## src/rtl/xc_malu_pkg.sv

```systemverilog
// Shared definitions for the MALU divide unit.
// FSM encoding, datapath width and counter width.
package xc_malu_pkg;

    localparam int XC_XLEN  = 32;
    localparam int XC_CNT_W = $clog2(XC_XLEN + 1);

    typedef enum logic [1:0] {
        IDLE = 2'd0,
        CALC = 2'd1,
        DONE = 2'd2
    } xc_div_state_e;

endpackage

```

## src/rtl/xc_div_step.sv

```systemverilog
// One restoring division step on the {remainder, dividend} shift pair.
// Purely combinational; chained BITS_PER_CYCLE times by the divider.
module xc_div_step
    import xc_malu_pkg::*;
(
    input  logic [XC_XLEN:0]   rem_i,
    input  logic [XC_XLEN-1:0] dvd_i,
    input  logic [XC_XLEN-1:0] dvs_i,
    output logic [XC_XLEN:0]   rem_o,
    output logic [XC_XLEN-1:0] dvd_o
);

    logic [XC_XLEN+1:0] sh;
    logic [XC_XLEN:0]   sub;
    logic               ge;

    always_comb begin
        sh    = {rem_i, dvd_i[XC_XLEN-1]};
        ge    = sh >= {2'b00, dvs_i};
        sub   = sh[XC_XLEN:0] - {1'b0, dvs_i};
        rem_o = ge ? sub : sh[XC_XLEN:0];
        dvd_o = {dvd_i[XC_XLEN-2:0], ge};
    end

endmodule

```

## src/rtl/xc_malu_div.sv

```systemverilog
// Iterative restoring divide/remainder unit for DIV/DIVU/REM/REMU.
// Fixed latency of 32/BITS_PER_CYCLE + 1 cycles from request to ready.
module xc_malu_div
    import xc_malu_pkg::*;
#(
    parameter int BITS_PER_CYCLE = 1
) (
    input  logic                clock,
    input  logic                reset,
    input  logic [XC_XLEN-1:0]  rs1,
    input  logic [XC_XLEN-1:0]  rs2,
    input  logic                valid,
    input  logic                flush,
    input  logic                insn_rem,
    input  logic                op_signed,
    output logic                ready,
    output logic [XC_XLEN-1:0]  result_0,
    output logic [XC_XLEN-1:0]  result_1
);

    localparam int BPC = BITS_PER_CYCLE;
    localparam logic [XC_CNT_W-1:0] CNT_LOAD = XC_CNT_W'(XC_XLEN / BPC);
    localparam logic [XC_CNT_W-1:0] CNT_ONE  = XC_CNT_W'(1);

    if (BPC != 1 && BPC != 2 && BPC != 4) begin : g_bpc_bad
        $error("xc_malu_div: BITS_PER_CYCLE must be 1, 2 or 4");
    end

    xc_div_state_e        state_q, state_d;
    logic [XC_CNT_W-1:0]  cnt_q, cnt_d;
    logic [XC_XLEN:0]     rem_q, rem_d;
    logic [XC_XLEN-1:0]   dvd_q, dvd_d;
    logic [XC_XLEN-1:0]   dvs_q, dvs_d;
    logic                 qs_q, qs_d;
    logic                 rs_q, rs_d;
    logic                 dz_q, dz_d;
    logic [XC_XLEN-1:0]   res0_q, res0_d;
    logic [XC_XLEN-1:0]   res1_q, res1_d;

    logic [XC_XLEN:0]     rem_c [0:BPC];
    logic [XC_XLEN-1:0]   dvd_c [0:BPC];

    assign rem_c[0] = rem_q;
    assign dvd_c[0] = dvd_q;

    for (genvar i = 0; i < BPC; i++) begin : g_step
        xc_div_step u_step (
            .rem_i (rem_c[i]),
            .dvd_i (dvd_c[i]),
            .dvs_i (dvs_q),
            .rem_o (rem_c[i+1]),
            .dvd_o (dvd_c[i+1])
        );
    end

    logic [XC_XLEN-1:0] q_mag, r_mag, q_fin, r_fin;
    logic               sgn1, sgn2;

    always_comb begin
        q_mag = dvd_c[BPC];
        r_mag = rem_c[BPC][XC_XLEN-1:0];
        q_fin = (qs_q && !dz_q) ? -q_mag : q_mag;
        r_fin = rs_q ? -r_mag : r_mag;
        sgn1  = op_signed & rs1[XC_XLEN-1];
        sgn2  = op_signed & rs2[XC_XLEN-1];
    end

    always_comb begin
        state_d = state_q;
        cnt_d   = cnt_q;
        rem_d   = rem_q;
        dvd_d   = dvd_q;
        dvs_d   = dvs_q;
        qs_d    = qs_q;
        rs_d    = rs_q;
        dz_d    = dz_q;
        res0_d  = res0_q;
        res1_d  = res1_q;
        case (state_q)
            IDLE: begin
                if (valid && !flush) begin
                    dvd_d   = sgn1 ? -rs1 : rs1;
                    dvs_d   = sgn2 ? -rs2 : rs2;
                    qs_d    = sgn1 ^ sgn2;
                    rs_d    = sgn1;
                    dz_d    = (rs2 == '0);
                    rem_d   = '0;
                    cnt_d   = CNT_LOAD;
                    state_d = CALC;
                end
            end
            CALC: begin
                if (!valid || flush) begin
                    state_d = IDLE;
                end else begin
                    rem_d = rem_c[BPC];
                    dvd_d = dvd_c[BPC];
                    cnt_d = cnt_q - CNT_ONE;
                    if (cnt_q == CNT_ONE) begin
                        res0_d  = insn_rem ? r_fin : q_fin;
                        res1_d  = insn_rem ? q_fin : r_fin;
                        state_d = DONE;
                    end
                end
            end
            DONE: begin
                if (flush || !valid) state_d = IDLE;
            end
            default: state_d = IDLE;
        endcase
    end

    always_ff @(posedge clock) begin
        if (reset) begin
            state_q <= IDLE;
            cnt_q   <= '0;
            rem_q   <= '0;
            dvd_q   <= '0;
            dvs_q   <= '0;
            qs_q    <= 1'b0;
            rs_q    <= 1'b0;
            dz_q    <= 1'b0;
            res0_q  <= '0;
            res1_q  <= '0;
        end else begin
            state_q <= state_d;
            cnt_q   <= cnt_d;
            rem_q   <= rem_d;
            dvd_q   <= dvd_d;
            dvs_q   <= dvs_d;
            qs_q    <= qs_d;
            rs_q    <= rs_d;
            dz_q    <= dz_d;
            res0_q  <= res0_d;
            res1_q  <= res1_d;
        end
    end

    assign ready    = (state_q == DONE);
    assign result_0 = res0_q;
    assign result_1 = res1_q;

endmodule

```

## config.mk

```make
export PLATFORM = sky130hd
export DESIGN_NAME = xc_malu_div
export DESIGN_NICKNAME = d
export VERILOG_FILES = /design/src/rtl/xc_malu_pkg.sv /design/src/rtl/xc_div_step.sv /design/src/rtl/xc_malu_div.sv
export SDC_FILE = /design/constraint.sdc
export NUM_CORES = 1
export LEC_CHECK = 0
export ABC_AREA = 1
export BUFFER_PORTS_ARGS = -buffer_cell sky130_fd_sc_hd__buf_4
export CAP_MARGIN = 5
export CORE_MARGIN = 5
export CORE_UTILIZATION = 60
export CTS_CLUSTER_DIAMETER = 100
export DETAILED_ROUTE_END_ITERATION = 8
export GPL_ROUTABILITY_DRIVEN = 1
export MAX_ROUTING_LAYER = met4
export PLACE_DENSITY = 0.81
export SETUP_SLACK_MARGIN = 0.4
export SKIP_CTS_REPAIR_TIMING = 1
export SYNTH_ARGS = -nofsm -noshare
export SYNTH_HDL_FRONTEND = slang
export SYNTH_SLANG_ARGS = --single-unit
```

## constraint.sdc

```tcl
create_clock -name clock -period 5.4 [get_ports clock]
set_clock_uncertainty 0.15 [all_clocks]
set_input_delay 0.81 -clock clock [delete_from_list [all_inputs] [get_ports clock]]
set_output_delay 0.81 -clock clock [all_outputs]
set_load 0.005 [all_outputs]
```

Yosys cells after proc, flatten, opt, wreduce, memory -nomap -nowiden
Index checks and enable logic that the tools add are counted.
Cells by class
  $lt $le $gt $ge: 1
  muxes and demuxes: 21
  equal/unequal tests: 7
  reduce and logical (&&, ||, !) cells: 13
  add/subtract/negate cells: 6
  bitwise logic cells: 4
Operators with widths (count)
  $mux 32: 8
  $neg 32->32: 4
  $mux 33: 3
  $pmux 33 s2: 1
  $pmux 32 s2: 1
  $ge 34x32->1: 1
  $sub 33x32->33: 1
  $logic_not 32->1: 1
  $mux 6: 2
  $pmux 6 s2: 1
  $reduce_and 3->1: 3
  $mux 2: 4
  $eq 6x1->1 const B: 1
  $pmux 2 s3: 1
  $sub 6x1->6 const B: 1
  $ne 2x2->1 const B: 2
  $logic_not 1->1: 3
  $ne 3x3->1 const B: 1
  $and 1x1->1: 2
  $eq 2x1->1 const B: 1
  $eq 2x2->1 const B: 1
  $logic_and 1x1->1: 2
  $logic_not 2->1: 1
  $ne 2x1->1 const B: 1
  other kinds (5): 5
Word-level totals
  input bits: 70
  flip-flop bits (word level): 172
  word-level logic and storage cells: 62
  output and inout port bits: 65

Depth between registers and ports, before layout
Gate-level depths: netlist of the first run.
  word-level depth: 5
  mapped depth: 28
  mapped depth without buffers: 27

By module
Synthesis of the first run repeated with hierarchy kept, for this count alone.
Unflattened totals
  cell total of the unflattened synthesis: 2523
  area, all modules: 14323.7 um^2
Modules (own cells, without submodules)
  xc_malu_div: times used 1, cells each 1792, area each 10805.4 um^2
  xc_div_step: times used 1, cells each 731, area each 3518.4 um^2

Worst setup path after synthesis of the first run
No wires, ideal clock.
  kind: register to register
  start: reg dvd_q[31]
  end: reg res1_q[30], in the netlist result_1[30]
  stages on the path, launching flop included: 24
  required time: 5.182 ns
  data arrival time: 3.637 ns
  path slack: 1.546 ns
  path buffers: 1
  setup time: 0.068 ns
  period minus slack after synthesis: 3.854 ns
  cell sequence: dfxtp_1 -> inv_1 -> ha_1 -> inv_1 -> fa_1 -> nand3_2 -> nand3_4 -> nand2_4 -> nand2_4 -> a21oi_2 -> buf_2 -> ha_1 -> nand3_1 -> nor3_1 -> nand4_1 -> nand3b_1 -> o21ai_0 -> o21ai_0 -> a21oi_1 -> xor2_1 -> o21ai_0 -> inv_1 -> nand2_1 -> a21oi_2
Between the ends
  cells in the longest elaborated chain, start to end: 5
  elaborated cells on any way between the ends: 8
RTL lines
  start, declared: RTL line xc_malu_div.sv:32  | logic [XC_XLEN-1:0] dvd_q, dvd_d;
  start signal, assigned: RTL line xc_malu_div.sv:129  | dvd_q <= dvd_d;
  $sub 33x32->33 / $ge 34x32->1 (equally long branches): RTL line xc_div_step.sv:20, xc_div_step.sv:19
  $mux 33: RTL line xc_div_step.sv:21  | rem_o = ge ? sub : sh[XC_XLEN:0];
  $neg 32->32: RTL line xc_malu_div.sv:63  | r_fin = rs_q ? -r_mag : r_mag;
  $mux 32: RTL line xc_malu_div.sv:63
  $mux 32 *: RTL line xc_malu_div.sv:101  | res1_d = insn_rem ? q_fin : r_fin;
  end signal, assigned: RTL line xc_malu_div.sv:135  | res1_q <= res1_d;
  end, declared: RTL line xc_malu_div.sv:38  | logic [XC_XLEN-1:0] res1_q, res1_d;
Every way passes the cells marked *; elsewhere a longest branch is shown, timed or not.
A chain may end at the register's enable or synchronous reset.

Worst setup path after layout of the first run
  start: reg dvd_q[31]
  end: reg res0_q[30], in the netlist result_0[30]
Between the ends
  cells in the longest elaborated chain, start to end: 5
  elaborated cells on any way between the ends: 8
RTL lines
  $sub 33x32->33 / $ge 34x32->1 (equally long branches): RTL line xc_div_step.sv:20, xc_div_step.sv:19
  $mux 33: RTL line xc_div_step.sv:21
  $neg 32->32: RTL line xc_malu_div.sv:63
  $mux 32: RTL line xc_malu_div.sv:63
  $mux 32 *: RTL line xc_malu_div.sv:100  | res0_d = insn_rem ? r_fin : q_fin;
  end signal, assigned: RTL line xc_malu_div.sv:134  | res0_q <= res0_d;
  end, declared: RTL line xc_malu_div.sv:37  | logic [XC_XLEN-1:0] res0_q, res0_d;
Marks and branches as above.

==> results of run 1 <==
## cells by family after synthesis
kind of cell,after synthesis,synth area share [%]
flops,172,25.5
simple gates,1124,36.3
xor+xnor,96,6.23
buf+inv,393,11.4
fa+ha+maj,39,3.67
compound gates,407,16.9
## power by group through the flow
stage / Sequential (mW) / Combinational (mW) / Clock (mW)
floorplan: 1.35 / 0.927 / 0
CTS: 1.33 / 1.26 / 1.29
finish: 1.33 / 1.29 / 1.30
global route: 1.34 / 1.43 / 1.35
global placement: 1.36 / 1.24 / 0
detailed placement: 1.36 / 1.25 / 0
## cells in the mapped netlist, types with 3 or more instances
cell / n / share of area, %
nand4_1: 24 / 1.1
nand2_1: 678 / 19
and2_1: 8 / 0.37
and3_1: 8 / 0.37
nor3b_1: 3 / 0.17
xnor2_1: 33 / 2.1
buf_6: 3 / 0.25
nand3b_1: 8 / 0.44
nor3_1: 25 / 0.93
or2_2: 11 / 0.51
clkinv_1: 4 / 0.11
nand3_1: 123 / 4.6
clkbuf_1: 66 / 1.8
xor2_1: 63 / 4.1
buf_2: 5 / 0.19
o21bai_1: 11 / 0.61
nor4_1: 9 / 0.42
o31ai_1: 6 / 0.33
o21ai_0: 107 / 4.0
a31oi_1: 3 / 0.14
a21oi_1: 209 / 7.7
inv_2: 14 / 0.39
nand3_2: 3 / 0.22
o211ai_1: 29 / 1.6
nor2_2: 16 / 0.74
nand2_2: 30 / 1.4
o22ai_1: 8 / 0.37
inv_1: 289 / 8.0
dfxtp_1: 172 / 26
o21ai_1: 5 / 0.19
a21oi_2: 6 / 0.39
o21a_1: 3 / 0.17
nor2_1: 155 / 4.3
ha_1: 38 / 3.5
o21ai_2: 5 / 0.32
buf_1: 8 / 0.22
nand2_4: 9 / 0.75
nor2_4: 9 / 0.75
o32ai_1: 10 / 0.65
## worst reg2reg max path: cells and delay by family, from the launching register on
kind                     cells  cell delay, ns
adder cells (fa/ha/maj)      3            0.84
flip-flops                   1            0.37
buffers and inverters        3            0.29
AO/OA/AOI/OAI                6            1.21
XOR/XNOR                     1            0.19
AND/OR/NAND/NOR              9            1.29
## final timing paths
kind / from / end / slack (ns)
worst min-delay path: result_1[5] / result_1[5] / 0.32
worst max register to register: dvd_q[31] / result_0[30] / 1.0
worst min register to register: result_1[5] / result_1[5] / 0.32
worst max-delay path: dvd_q[31] / result_0[30] / 1.0
## through the flow
step	util, %	instance area [um2]	worst slack [ns]	hold WS, ns	instances
floorplan	-	13500	1.55	0.282	2231
global placement	66.3	14600	1.19	0.301	2570
detailed placement	66.3	14600	1.15	0.303	2570
CTS	69.1	15200	1.06	0.314	2602
global route	69.1	15200	0.697	0.338	2602
finish	69.1	15200	0.996	0.317	2602
## area by class of cell
type                    count  area (um2)
multi-input cells        1666        8530
fillers                  2024        6780
flip-flops and latches    172        3440
inverters                 307        1150
repair buffers            145        1090
clock buffers              17         425
well taps                 280         350
clock inverters            15         193
## registers in the layout (all words and copies together) (netlist names)
register  flops
rs_q          1
result_1     32
dvd_q        32
dz_q          1
state_q       2
cnt_q         6
rem_q        33
dvs_q        32
result_0     32
qs_q          1
## routing by layer
layer	vias to the layer above	GRT usage [%]	share of wire [%]
li1	7296	-	-
met1	6673	49.3	45
met3	51	5.70	10
met4	0	6.73	1.4
met2	727	52.2	44
met5	-	-	0
==> results_dict.tcl, run 1 <==
set metrics [dict create \
    drt-total-wl_um 44100 \
    ys_ff_latch 172 \
    slowest_delay_ns 0.47 \
    path_cells "inv_1 -> ha_1 -> inv_1 -> fa_1 -> nand3_2 -> nand3_4 -> nand2_4 -> nand2_4 -> a21oi_2 -> ha_1 -> nand3_1 -> nor3_1 -> nand4_1 -> nand3b_1 -> o21ai_0 -> o21ai_0 -> a21oi_1 -> xor2_1 -> o21ai_0 -> inv_1 -> nand2_1 -> a21oi_2" \
    syn-cell-area_um2 13500 \
    clock_latency_ns 0.45 \
    leakage_nw 7.47 \
    first_global_vias 13300 \
    pwr-share-comb_pct 32.9 \
    clockPowerShare_pct 33.1 \
    start_kind "flop" \
    ys_types 51 \
    wl_per_cell_um 16.9 \
    antenna_found_initial 0 \
    die_x_um 160 \
    fmax_ghz 0.227 \
    final-hold-violation-count 0 \
    route.detailed.drc 0 \
    first_iter_violations 1742 \
    syn_inst 2231 \
    rsz0062_at_grt "no" \
    cp_num_buf_inv 3 \
    synth_top_flop_cell "dfxtp_1" \
    slowest_stage "fa_1" \
    critPathCaptureType "flop" \
    async_reset_ff_share_pct 0 \
    ys_seq_area_share_pct 25.5 \
    vias_per_cell 5.67 \
    grt_remaining_overflow 0 \
    finalSetupViolations 0 \
    root_buffer "clkbuf_16" \
    clock_sinks 172 \
    first_pass_iters 6 \
    drive_gt1_share_pct 12.4 \
    syn_area_per_cell_um2 6.05 \
    ys_warn_count 0 \
    r2r_cells 22 \
    initial_core_util_pct 61.5 \
    port-buffer-count 134 \
    final.setup.tns_ns 0 \
    htreeDepth 4 \
    tightest_slew_ns 1.24 \
    place.gp.congestion 1.01 \
    critical-path-top-delay-family "simple AND/OR/NAND/NOR gates" \
    layout_common_cells "678 x nand2_1, 288 x inv_1, 209 x a21oi_1" \
    ioPinCount 135 \
    grt_pass1_wl_um 70400 \
    post-dp-hpwl_um 34300 \
    nets 2418 \
    area_delta_synth_final_pct 12.4 \
    setup.worst_path.class "reg -> reg" \
    rows 54 \
    power_density_nw_per_um2 258 \
    relSlewSlack_pct 17.2 \
    worstHoldPathCells 2 \
    clk_pin_slew_worst_paths_ns 0.09 \
    slew_violations 0 \
    cts_tree "done" \
    switching_power_mw 1.58 \
    hp-class "reg -> reg" \
    vias 14700 \
    fp.dieH_um 160 \
    grt_usage_pct 34.6 \
    outcome "complete, no violations" \
    grt_max_degree 102 \
    finalCriticalPeriod_ns 4.40 \
    ir_worst_vdd_mv 0.197 \
    synth_edf_count 0 \
    syn-num-nets 2340 \
    sequentialPowerShare_pct 34.0 \
    internal_power_mw 2.33 \
    final_common_cell "nand2_1" \
    cts-buffers-inserted 17 \
    dieArea_um2 25600 \
    cp.depth 22 \
    clock_path_buffers 2 \
    cp.arrival_ns 4.62 \
    core_um2 22000 \
    critPathMaxFanout 4 \
    num_antenna_cells 0 \
    finalPower_mw 3.92 \
    antenna_left 0 \
    post-route-period-util_pct 81.6 \
    switching_share_pct 40.4 \
    drv_cap 0 \
    cp.required_ns 5.62 \
]
(Power assumes the default switching activity.)
==> run 2, diff against run 1 <==
Settings changed: CORE_UTILIZATION 60 to 55, PLACE_DENSITY 0.81 to 0.78.
Clock period 5.4 ns to 4 ns, I/O delays scaled along.
==> results_dict.tcl, run 2 (synthesis results as in run 1) <==
set metrics [dict create \
    cp.arrival_ns 4.00 \
    r2r_end "result_0[24]" \
    outcome "complete, no violations" \
    n_fill_cell 2282 \
    clock_path_buffers 2 \
    clockPowerShare_pct 31.5 \
    worstHoldPathCells 3 \
    drt-total-wl_um 46600 \
    power_density_nw_per_um2 340 \
    final_area_um2 16400 \
    grt_usage_pct 32.2 \
    fp.dieH_um 167 \
    tightest_slew_ns 1.08 \
    fmax_ghz 0.258 \
    cts-buffers-inserted 17 \
    die_x_um 167 \
    wl_per_cell_um 17.3 \
    layout_common_cells "652 x nand2_1, 272 x inv_1, 205 x a21oi_1" \
    vias_per_cell 5.59 \
    relSlewSlack_pct 27.8 \
    ir_worst_vdd_mv 0.239 \
    first_iter_violations 1410 \
    ioPinCount 135 \
    grt_pass1_wl_um 70900 \
    antenna_found_initial 0 \
    final-instance-count-excl-fill 2693 \
    antenna_left 0 \
    setup.worst_path.class "reg -> reg" \
    rows 57 \
    rsz0062_at_grt "yes" \
    slowest_stage "dfxtp_1" \
    area_delta_synth_final_pct 21.3 \
    finalSetupViolations 0 \
    pwr-share-comb_pct 36.2 \
    initial_core_util_pct 55.7 \
    min_from "rs2[31]" \
    internal_power_mw 3.31 \
    switching_power_mw 2.26 \
    first_global_vias 13600 \
    cp_num_buf_inv 5 \
    dieArea_um2 27800 \
    regToRegSetupSlack_ns 0.13 \
    critPathCaptureType "flop" \
    cp.required_ns 4.13 \
    switching_share_pct 40.6 \
    post-route-period-util_pct 96.7 \
    route.detailed.drc 0 \
    root_buffer "clkbuf_16" \
    critPathMaxFanout 4 \
    leakage_nw 7.83 \
    nets 2465 \
    hp-class "in -> reg" \
    vias 15100 \
    r2r-start "dvs_q[4]" \
    worstHoldEndpoint "dvs_q[31]" \
    first_pass_iters 6 \
    critical-path-top-delay-family "simple AND/OR/NAND/NOR gates" \
    grt_remaining_overflow 0 \
    drv_cap 0 \
    drive_gt1_share_pct 19.6 \
    largest_reg_flops 33 \
    top_register "rem_q" \
    port-buffer-count 134 \
    placed_area_um2 14800 \
    start_kind "flop" \
    r2r_cells 26 \
    finalCriticalPeriod_ns 3.87 \
    final.setup.tns_ns 0 \
    core_um2 24200 \
    clk_pin_slew_worst_paths_ns 0.08 \
    clock_sinks 172 \
    cts_tree "done" \
    clock_latency_ns 0.45 \
    slew_violations 0 \
    place.gp.congestion 0.987 \
    dp.cells 2633 \
    final_common_cell "nand2_1" \
    htreeDepth 4 \
    grt_max_degree 99 \
    sequentialPowerShare_pct 32.4 \
    num_antenna_cells 0 \
    post-dp-hpwl_um 35100 \
    final-hold-violation-count 0 \
    slowest_delay_ns 0.31 \
]
==> run 2: per-stage QoR <==
stage	hold WS [ns]	total power, mW	utilization (%)	setup slack [ns]
floorplan	0.282	3.08	-	0.449
global placement	0.302	3.57	61.0	0.235
detailed placement	0.307	3.58	61.0	0.158
CTS	0.244	5.31	63.5	0.125
global route	0.291	5.84	67.5	-0.0519
finish	0.247	5.57	67.5	0.130
==> run 2: final cells by class <==
class | instances | area, um2 | area share, %
clock inverters | 14 | 170 | 1.04
well taps | 324 | 405 | 2.48
flip-flops and latches | 172 | 3470 | 21.2
repair buffers | 189 | 1470 | 9.00
inverters | 307 | 1150 | 7.05
multi-input cells | 1669 | 9270 | 56.6
clock buffers | 18 | 439 | 2.68
==> run 2: worst max path at each step <==
stage               from      endpoint  slack, ns  cells past startpoint
2_1_floorplan  dvd_q[31]  result_1[30]       0.45                     23
3_3_place_gp   dvd_q[31]  result_0[28]       0.23                     25
3_5_place_dp    dvs_q[0]  result_1[28]       0.16                     24
4_1_cts        dvd_q[31]  result_1[28]       0.13                     25
5_1_grt        dvd_q[31]  result_0[28]      -0.05                     25
6_report        dvs_q[4]  result_0[24]       0.13                     26
==> run 2: worst min-delay path, delay by kind of cell <==
kind / cells / cell delay, ns
buf+inv: 1 / 0.09
simple gates: 1 / 0.06
compound gates: 1 / 0.06
==> run 2: power groups by stage <==
stage / combinational, mW / sequential [mW] / clock, mW
6_report: 2.01 / 1.80 / 1.75
5_1_grt: 2.20 / 1.81 / 1.84
4_1_cts: 1.76 / 1.80 / 1.76
3_5_place_dp: 1.74 / 1.84 / 0
3_3_place_gp: 1.73 / 1.83 / 0
2_1_floorplan: 1.26 / 1.82 / 0
==> run 2: layer usage <==
layer | vias up | share of wire (%) | global-route usage [%]
li1 | 7391 | - | -
met1 | 6999 | 44 | 44.0
met2 | 599 | 45 | 49.0
met3 | 74 | 8.7 | 5.95
met4 | 0 | 2.2 | 8.93
met5 | - | 0 | -
==> run 3, diff against run 2 <==
Settings changed: BUFFER_PORTS_ARGS -buffer_cell sky130_fd_sc_hd__buf_4 to -buffer_cell sky130_fd_sc_hd__buf_2.
==> results_dict.tcl, run 3 (synthesis results as in run 1) <==
set metrics [dict create \
    outcome "complete, no violations" \
    initial_core_util_pct 55.7 \
    setup.worst_path.class "reg -> reg" \
    fmax_ghz 0.255 \
    dieArea_um2 27800 \
    grt_remaining_overflow 0 \
    top_register "rem_q" \
    r2r_cells 25 \
    min_from "rs2[31]" \
    drt-total-wl_um 46500 \
    hp-class "in -> reg" \
    leakage_nw 7.84 \
    core_um2 24200 \
    r2r-start "dvd_q[31]" \
    cp.required_ns 4.12 \
    first_pass_iters 6 \
    first_global_vias 13000 \
    vias_per_cell 5.55 \
    antenna_left 0 \
    clk_pin_slew_worst_paths_ns 0.08 \
    clockPowerShare_pct 32.0 \
    rows 57 \
    critPathCaptureType "flop" \
    finalSetupViolations 0 \
    place.gp.congestion 1.01 \
    port-buffer-count 134 \
    ioPinCount 135 \
    cts_tree "done" \
    drive_gt1_share_pct 20.6 \
    clock_sinks 172 \
    grt_usage_pct 31.8 \
    n_fill_cell 2223 \
    tightest_slew_ns 1.13 \
    cts-buffers-inserted 17 \
    route.detailed.drc 0 \
    holdWs_ns 0.276 \
    finalCriticalPeriod_ns 3.92 \
    cp.arrival_ns 4.04 \
    switching_share_pct 41.1 \
    root_buffer "clkbuf_16" \
    final_common_cell "nand2_1" \
    multiInputGateArea_um2 9420 \
    switching_power_mw 2.33 \
    start_kind "flop" \
    pwr-share-comb_pct 36.2 \
    worstHoldEndpoint "dvs_q[31]" \
    antenna_found_initial 0 \
    post-route-period-util_pct 98.0 \
    worstHoldPathCells 3 \
    nets 2472 \
    slew_violations 0 \
    ir_worst_vdd_mv 0.293 \
    layout_common_cells "637 x nand2_1, 274 x inv_1, 206 x a21oi_1" \
    grt_max_degree 102 \
    largest_reg_flops 33 \
    internal_power_mw 3.34 \
    clock_latency_ns 0.44 \
    rsz0062_at_grt "yes" \
    drv_cap 0 \
    first_iter_violations 1800 \
    r2r_end "result_0[28]" \
    regToRegSetupSlack_ns 0.08 \
    critPathMaxFanout 3 \
    grt_pass1_wl_um 69900 \
    relSlewSlack_pct 24.7 \
    regArea_um2 3470 \
    die_x_um 167 \
    fp.dieH_um 167 \
    wl_per_cell_um 17.2 \
    clock_path_buffers 2 \
    num_antenna_cells 0 \
    final-hold-violation-count 0 \
    postLayoutCoreUtil_pct 67.2 \
    post-dp-hpwl_um 34600 \
    htreeDepth 4 \
    area_delta_synth_final_pct 20.7 \
    power_density_nw_per_um2 348 \
    sequentialPowerShare_pct 31.8 \
    vias 15000 \
]
[run 3: cell types whose count changed in the layout (fill, tap and decap cells not counted), moves of 4 or more]
cell,previous run,this run
nand2_2,49,59
inv_12,0,4
nor2_2,27,20
nor2_1,137,141
dfxtp_1,154,150
buf_4,184,56
nand2_1,652,637
buf_2,0,133
[run 3: per-layer routing]
layer / vias up / GRT usage (%) / wire length (um)
met4: 0 / 6.40 / 817
li1: 7394 / - / -
met2: 609 / 48.7 / 21000
met1: 6915 / 45.7 / 21000
met3: 61 / 3.51 / 3630
met5: - / - / 0
[run 3: how the worst max path moves through the flow]
stage               from           end  cells after the start  slack [ns]
2_1_floorplan  dvd_q[31]  result_1[30]                     23        0.45
3_3_place_gp   dvd_q[31]  result_0[28]                     25        0.24
3_5_place_dp   dvd_q[31]  result_0[28]                     25        0.13
4_1_cts        dvd_q[31]  result_0[28]                     25        0.09
5_1_grt        dvd_q[31]  result_1[28]                     25       -0.14
6_report       dvd_q[31]  result_0[28]                     25        0.08
[run 3: power groups by stage]
stage	logic, mW	registers [mW]	clock network (mW)
global route	2.23	1.81	1.89
detailed placement	1.71	1.84	0
CTS	1.72	1.80	1.81
finish	2.05	1.80	1.81
global placement	1.70	1.83	0
floorplan	1.26	1.82	0
[run 3: layout make-up]
class                      count  area share [%]
inverter                     307            7.09
timing repair buffer         197            7.51
clock inverter                15            1.24
multi-input combinational   1668            57.8
clock buffer                  17            2.61
tap                          324            2.49
sequential                   172            21.3
[run 3: critical path, stage by stage (launching register included)]
cell and delay (ns):
dfxtp_2 0.33, inv_2 0.08, ha_4 0.14, inv_4 0.04, fa_2 0.39, nand3_2 0.10
nand3_4 0.11, nand2_4 0.10, nand2_4 0.06, a21oi_4 0.21, ha_4 0.18, nand3_4 0.08
nor3_4 0.19, nand4_1 0.19, nand3b_1 0.28, inv_1 0.09, nand4_1 0.10, nor2_1 0.13
nor2_1 0.07, nor2_1 0.17, xor2_1 0.24, nand2_1 0.07, nand2_1 0.09, inv_1 0.05
nand2_2 0.06, a21oi_2 0.06
[run 3: metrics by stage]
step	power (mW)	std cells	area, um2	worst slack (ns)	setup TNS, ns
after global routing	5.93	2700	16300	-0.138	-0.616
after floorplan	3.08	2231	13500	0.449	0
after global placement	3.53	2632	14400	0.241	0
after detailed placement	3.55	2632	14400	0.131	0
final	5.67	2700	16300	0.0814	0
after CTS	5.33	2664	15100	0.0920	0
